==> config.mk <==
export PLATFORM = sky130hd
export DESIGN_NAME = uart_rx
export DESIGN_NICKNAME = d
export VERILOG_FILES = /design/src/rtl/uart_rx.sv
export SDC_FILE = /design/constraint.sdc
export NUM_CORES = 1
export LEC_CHECK = 0
export ABC_AREA = 1
export CAP_MARGIN = 20
export CORE_ASPECT_RATIO = 1.75
export CORE_MARGIN = 2
export CORE_UTILIZATION = 59
export CTS_CLUSTER_DIAMETER = 60
export CTS_CLUSTER_SIZE = 25
export DETAILED_ROUTE_END_ITERATION = 10
export PLACE_DENSITY = 0.79
export SLEW_MARGIN = 10
export SYNTH_ARGS = -nofsm -noshare
export SYNTH_HDL_FRONTEND = slang
export SYNTH_SLANG_ARGS = --single-unit
==> constraint.sdc <==
create_clock -name clk -period 1.99 [get_ports clk]
set_input_delay 0.4975 -clock clk [delete_from_list [all_inputs] [get_ports clk]]
set_output_delay 0.4975 -clock clk [all_outputs]
set_load 0.02 [all_outputs]
==> src/rtl/uart_rx.sv <==
// uart_rx: 8N1 serial receiver with ready/valid byte handoff.
//
// Parameters
//   CLOCK_FREQ  system clock frequency in Hz
//   BAUD        serial bit rate
//
// Ports
//   clk        system clock, rising edge
//   rst_n      asynchronous active-low reset
//   rx         asynchronous serial input, idle high
//   rx_data    last received byte, valid while rx_valid is high
//   rx_valid   byte available, held until accepted
//   rx_ready   consumer accepts the byte when rx_valid and rx_ready are both high
//   frame_err  one-cycle pulse on a bad stop bit
//   overrun    one-cycle pulse when a good byte arrives while rx_valid is still high
//   busy       receiver is not idle
//
// state | meaning
// ------+-------------------------------------------------------------
// IDLE  | waiting for a falling edge on the synchronized line
// START | counting to mid start bit; line high there means a glitch
// DATA  | sampling 8 data bits, LSB first, one per bit period
// STOP  | sampling the stop bit; low means framing error
// BREAK | line held low after a framing error; wait for it to go high

module uart_rx #(
    parameter int CLOCK_FREQ = 100000000,
    parameter int BAUD       = 115200
) (
    input  logic       clk,
    input  logic       rst_n,
    input  logic       rx,
    output logic [7:0] rx_data,
    output logic       rx_valid,
    input  logic       rx_ready,
    output logic       frame_err,
    output logic       overrun,
    output logic       busy
);

    localparam int BIT_TICKS  = CLOCK_FREQ / BAUD;
    localparam int HALF_TICKS = BIT_TICKS / 2;
    localparam int CNT_W      = ($clog2(BIT_TICKS) > 16) ? $clog2(BIT_TICKS) : 16;

    localparam logic [CNT_W-1:0] BIT_LAST  = CNT_W'(BIT_TICKS - 1);
    localparam logic [CNT_W-1:0] HALF_LAST = CNT_W'(HALF_TICKS - 1);

    typedef enum logic [2:0] {
        IDLE  = 3'd0,
        START = 3'd1,
        DATA  = 3'd2,
        STOP  = 3'd3,
        BREAK = 3'd4
    } state_t;

    state_t           state, state_nxt;
    logic [CNT_W-1:0] cnt, cnt_nxt;
    logic [2:0]       bit_idx, bit_idx_nxt;
    logic [7:0]       shift, shift_nxt;
    logic [7:0]       data_nxt;
    logic             valid_nxt;
    logic             frame_err_nxt;
    logic             overrun_nxt;
    logic             byte_good;

    // rx_meta/rx_s form the synchronizer; rx_d is the delayed copy used for
    // edge detection. All reset high so a line idling high after reset does
    // not look like a start bit.
    logic rx_meta, rx_s, rx_d;

    always_ff @(posedge clk or negedge rst_n) begin
        if (!rst_n) begin
            rx_meta <= 1'b1;
            rx_s    <= 1'b1;
            rx_d    <= 1'b1;
        end else begin
            rx_meta <= rx;
            rx_s    <= rx_meta;
            rx_d    <= rx_s;
        end
    end

    always_ff @(posedge clk or negedge rst_n) begin
        if (!rst_n) begin
            state     <= IDLE;
            cnt       <= '0;
            bit_idx   <= 3'd0;
            shift     <= 8'h00;
            rx_data   <= 8'h00;
            rx_valid  <= 1'b0;
            frame_err <= 1'b0;
            overrun   <= 1'b0;
        end else begin
            state     <= state_nxt;
            cnt       <= cnt_nxt;
            bit_idx   <= bit_idx_nxt;
            shift     <= shift_nxt;
            rx_data   <= data_nxt;
            rx_valid  <= valid_nxt;
            frame_err <= frame_err_nxt;
            overrun   <= overrun_nxt;
        end
    end

    always_comb begin
        state_nxt     = state;
        cnt_nxt       = cnt;
        bit_idx_nxt   = bit_idx;
        shift_nxt     = shift;
        data_nxt      = rx_data;
        valid_nxt     = rx_valid;
        frame_err_nxt = 1'b0;
        overrun_nxt   = 1'b0;
        byte_good     = 1'b0;

        if (rx_valid && rx_ready) begin
            valid_nxt = 1'b0;
        end

        case (state)
            IDLE: begin
                if (rx_d && !rx_s) begin
                    state_nxt = START;
                    cnt_nxt   = '0;
                end
            end
            START: begin
                if (cnt == HALF_LAST) begin
                    cnt_nxt = '0;
                    if (!rx_s) begin
                        state_nxt   = DATA;
                        bit_idx_nxt = 3'd0;
                    end else begin
                        state_nxt = IDLE;
                    end
                end else begin
                    cnt_nxt = cnt + 1'b1;
                end
            end
            DATA: begin
                if (cnt == BIT_LAST) begin
                    cnt_nxt            = '0;
                    shift_nxt[bit_idx] = rx_s;
                    // bit_idx parks at 7 rather than wrapping; it is
                    // re-cleared on the next start.
                    if (bit_idx == 3'd7) begin
                        state_nxt = STOP;
                    end else begin
                        bit_idx_nxt = bit_idx + 3'd1;
                    end
                end else begin
                    cnt_nxt = cnt + 1'b1;
                end
            end
            STOP: begin
                if (cnt == BIT_LAST) begin
                    cnt_nxt = '0;
                    if (rx_s) begin
                        byte_good = 1'b1;
                        state_nxt = IDLE;
                    end else begin
                        frame_err_nxt = 1'b1;
                        state_nxt     = BREAK;
                    end
                end else begin
                    cnt_nxt = cnt + 1'b1;
                end
            end
            BREAK: begin
                if (rx_s) begin
                    state_nxt = IDLE;
                end
            end
            default: begin
                state_nxt = IDLE;
            end
        endcase

        // A byte accepted on the same edge frees the holding register, so the
        // new byte can replace it without an overrun.
        if (byte_good) begin
            if (!rx_valid || rx_ready) begin
                data_nxt  = shift;
                valid_nxt = 1'b1;
            end else begin
                overrun_nxt = 1'b1;
            end
        end
    end

    assign busy = (state != IDLE);

endmodule
### Yosys cells after proc, flatten, opt, wreduce, memory -nomap -nowiden

Cells that the tools add are included.

* latch bits: 0
* word-level logic and storage cells: 78
* flip-flop bits (word level): 44
* memories: 0
* ROM bits: 0
* output and inout bits: 12
* RAM bits: 0

* order comparisons: 2
* equality and inequality tests: 15
* reductions and logical operators: 16
* bitwise logic cells: 0
* multipliers: 0
* divide/modulo/power cells: 0
* shift-type cells: 0
* $add $sub $neg: 2
* mux-type cells: 32

Operator list (number)
* 16-bit 2-to-1 mux: 3
* 16-bit one-hot mux with 3 select lines: 1
* 3-bit 2-to-1 mux: 11
* 16-bit by 1-bit adder with 16-bit output, second input constant: 1
* 16-bit by 10-bit equality test with 1-bit output, second input constant: 1
* 16-bit by 9-bit equality test with 1-bit output, second input constant: 1
* 2-bit != test, second input constant: 8
* 3-bit one-hot mux with 5 select lines: 1
* 1-bit 2-to-1 mux: 12
* 8-bit bitwise mux: 1
* 3-bit by 2-bit equality test with 1-bit output, second input constant: 2
* 3-bit equality test, second input constant: 2
* 3-bit one-hot mux with 2 select lines: 1
* 2-bit AND reduction: 3
* 6-bit AND reduction: 1
* 3-bit nonzero test: 2
* 5-bit AND reduction: 1
* 3-bit by 4-bit < comparator with 1-bit output, second input constant: 1
* 3-bit by 1-bit adder with 3-bit output, second input constant: 1
* 1-bit demux with 3-bit select: 1
* 3-bit by 1-bit equality test with 1-bit output, second input constant: 1
* 3-bit by 1-bit >= comparator with 1-bit output, second input constant: 1
* 1-bit logical AND: 3
* 3-bit logical NOT: 1
* 5 further kinds: 6

### Logic depth before layout (Yosys ltp)

* depth in word-level cells: 5
* gate-level depth with buffers: 12
* gate-level depth less buffers: 11

### Worst setup path before layout

OpenSTA, ideal clock, no wires.

* path type: register -> register
* start point: register cnt[0]
* end point: register rx_data[4]
* cell stages (with the launch flop): 10
* buffers on the path: 1
* slack: 588 ps
* clock period less this slack: 1402 ps
* data arrival time: 1285 ps
* path through: dfrtp_1 > ha_1 > nand4_1 > nor2_1 > nand2_1 > inv_2 > nand3_4 > buf_6 > nand2_2 > o21ai_2

* longest elaborated chain between the ends: 4

RTL lines
* start: declaration: RTL line 57 `logic [CNT_W-1:0] cnt, cnt_nxt;`
* start signal: assignment: RTL line 95 `cnt <= cnt_nxt;`
* 16-bit by 10-bit equality test with 1-bit output: RTL line 156 `if (cnt == BIT_LAST) begin`
* 1-bit 2-to-1 mux: RTL line 156
* 1-bit 2-to-1 mux: RTL line 120 `case (state)`
* 2-bit AND reduction (no line)
* end signal: assignment: RTL line 98 `rx_data <= data_nxt;`
* end: declaration: RTL line 33 `output logic [7:0] rx_data,`

Every way passes these cells.
A chain may end at the register's enable or synchronous reset.

### Worst setup path after layout

* start point: register rx_data[3]
* end point: output port rx_data[3]

No word-level cell between the ends.

==> reports/results.tsv <==
stage	metric	value	unit
clock_tree	holdBufCountCts	0	
worst_setup_path	startpoint_type	flop	
clock_tree	clk_latency	0.30	ns
worst_setup_path	worstPathRequired	1.49	ns
die	fp-row-count	31	
synth	syn_inst	328	
global_route	met1_usage	26.4	%
worst_setup_path	arrival	1.30	ns
sta	max_freq	556	MHz
worst_setup_path	worstSetupStartpoint	rx_data[3]$_DFFE_PN0P_	
run_status	status	complete, no violations	
synth	syn_area_per_cell	7.72	sq um
clock_tree	clk_pin_slew_worst_paths	0.09	ns
worst_setup_path	reg2reg_depth	8	
global_route	antenna_found_initial	0	
worst_setup_path	path_depth	1	
routing	vias	2159	
global_route	busiest_layer	met2	
worst_setup_path	worstSetupEndpointType	output port	
routing	wl_per_cell	13.9	um
clock_tree	numCtsBuffers	5	
sta	max-slew-margin-rel	66.5	%
power_and_ir_drop	power.total	0.00251	W
global_route	grt_pass1_wl	9370	um
die	fp.dieH	90.7	um
die	die_area	4860	sq um
sta	rsz0062_at_grt	false	
routing	drc_errors	0	
synth	synth_top_cell_by_area	dfrtp_1	
placement	port_buffers	15	
synth	syn_nets	336	
cells_and_area	finalInstanceArea	2850	sq um
clock_tree	clock_sinks	44	
flow_run	maxCapViolations	0	
power_and_ir_drop	peakVddDrop	0.000870	V
die	start_util	61.0	%
global_route	grt_usage	26.2	%
clock_tree	cts_tree	built	
global_route	grt.overflow.total	0	
die	ios	16	
global_route	grt_pass1_vias	2129	
power_and_ir_drop	power_leakage	1.31	nW
sta	min_period	1.80	ns
die	dieWidth	53.5	um
global_route	grtUsageMet3	4.30	%
min_path	min_path_type	in -> async	
cells_and_area	nets	357	
sta	slew_violations	0	
placement	place_congestion	0.919	
power_and_ir_drop	p_per_area	880	nW/um^2
die	floorplan.core_area	4150	sq um
cells_and_area	final_cell_mix	nand2_1, nor2_1, dfrtp_1	
synth	synth.top_cell.area_share	40.5	%
sta	setup_violations	0	
synth	synth_seq_cells	44	
clock_tree	clockRootBuffer	clkbuf_8	
sta	finalSetupTns	0	ns
cells_and_area	final_common_cell	nand2_1	
worst_setup_path	reg2reg_to	rx_data[1]$_DFFE_PN0P_	
global_route	use_met2	46.6	%
routing	viasPerCell	5.41	
cells_and_area	area_growth	12.4	%
routing	wl	5560	um
placement	place_area	2740	sq um
worst_setup_path	slowest_delay	0.63	ns
worst_setup_path	critical_path.top_delay_family	buffers and inverters	
placement	hpwl	4350	um
synth	synth_area_leaders	dfrtp_1, nand2_1, nor2_1	
global_route	grt_max_degree	25	
clock_tree	cts_setup_buffers	0	
placement	place_ws	0.124	ns
sta	fin_crit_sh	90.3	%
worst_setup_path	slowest_stage	clkdlybuf4s50_1	
worst_setup_path	cp_cell_sequence	clkdlybuf4s50_1	
routing	final_antenna_net_count	0	
sta	finalWorstSetupSlack	0.193	ns
worst_setup_path	reg2reg_slack	0.33	ns
sta	worstMarginPinSlew	0.502	ns
clock_tree	cts_resized	2	
clock_tree	cts_buffer_depth	2	
cells_and_area	drive_gt1_share	16.9	%
synth	synth_cell_types	30	
clock_tree	cts.htree.levels	2	
synth	syn_area	2530	sq um
cells_and_area	diodes	0	
worst_setup_path	r2r-start	cnt[0]$_DFFE_PN0P_	
synth	ys.warnings.count	0	
routing	drt-pass1-iter-count	4	
sta	fin_skew	0.00405	ns
worst_setup_path	critical_path_class	reg -> out	
worst_setup_path	path_buf_inv	1	
routing	drt_iter0_markers	85	
worst_setup_path	worstPathMaxFanout	2	
sta	finalHoldViolCount	0	
synth	seq_area_frac_synth	43.6	%
sta	fin_hold_ws	0.147	ns
Yosys cell counts, drive strengths merged:
master / number
nand2: 99
nor2: 46
inv: 45
dfrtp: 41
nand3: 30
o21ai: 27
nor3: 9
xor2: 9
ha: 4
nand4: 4
buf: 3
dfstp: 3
nand3b: 2
a21oi: 1
and3: 1
clkbuf: 1
clkinv: 1
o211ai: 1
o22ai: 1
routing by layer:
layer  part of all wire [%]  wire, um  vias to the layer above
met5                      0         0                        -
met4                    5.3       295                        0
met3                    3.4       188                       23
met2                     55      3080                       67
met1                     36      1990                      997
li1                       -         -                     1072
state kept, by name, summed over array words and instances (netlist names), 3 cells and up:
register / count
rx_data: 8
state: 3
bit_idx: 3
cnt: 16
shift: 8
worst max path at each step:
| stage | to | slack, ns |
|---|---|---|
| after floorplan | rx_data[4]$_DFFE_PN0P_ | 0.59 |
| after global placement | cnt[6]$_DFFE_PN0P_ | 0.16 |
| after detailed placement | cnt[6]$_DFFE_PN0P_ | 0.12 |
| after CTS | cnt[6]$_DFFE_PN0P_ | 0.11 |
| after global routing | rx_data[6] | 0.15 |
| final | rx_data[3] | 0.19 |
report_power, final:
| group | switching (W) | internal, W | leakage [nW] |
|---|---|---|---|
| Combinational | 0.000597 | 0.000253 | 0.667 |
| Sequential | 0.0000878 | 0.000965 | 0.597 |
| Clock | 0.000325 | 0.000281 | 0.0434 |
| Total | 0.00101 | 0.00150 | 1.31 |
final cells by class:
cell class | count | area [sq um]
Clock inverter | 2 | 15.0
Fill cell | 345 | 1300
Timing Repair Buffer | 18 | 179
Tap cell | 49 | 61.3
Inverter | 46 | 173
Multi-Input combinational cell | 234 | 1230
Sequential cell | 44 | 1110
Clock buffer | 6 | 82.6
cell families after synthesis:
family                   after synthesis  synth area share [%]
buffers and inverters                 50                  8.05
AO/OA/AOI/OAI                         30                  7.41
adder cells (fa/ha/maj)                4                  1.98
flip-flops                            44                  43.6
AND/OR/NAND/NOR                      191                  35.9
XOR/XNOR                               9                  3.11
metrics by stage:
stage	cells	util [%]
4_1_cts	399	68.5
6_report	399	68.6
3_3_place_gp	391	66.1
3_5_place_dp	391	66.1
2_1_floorplan	328	-
5_1_grt	399	68.6
(Power assumes the default switching activity.)
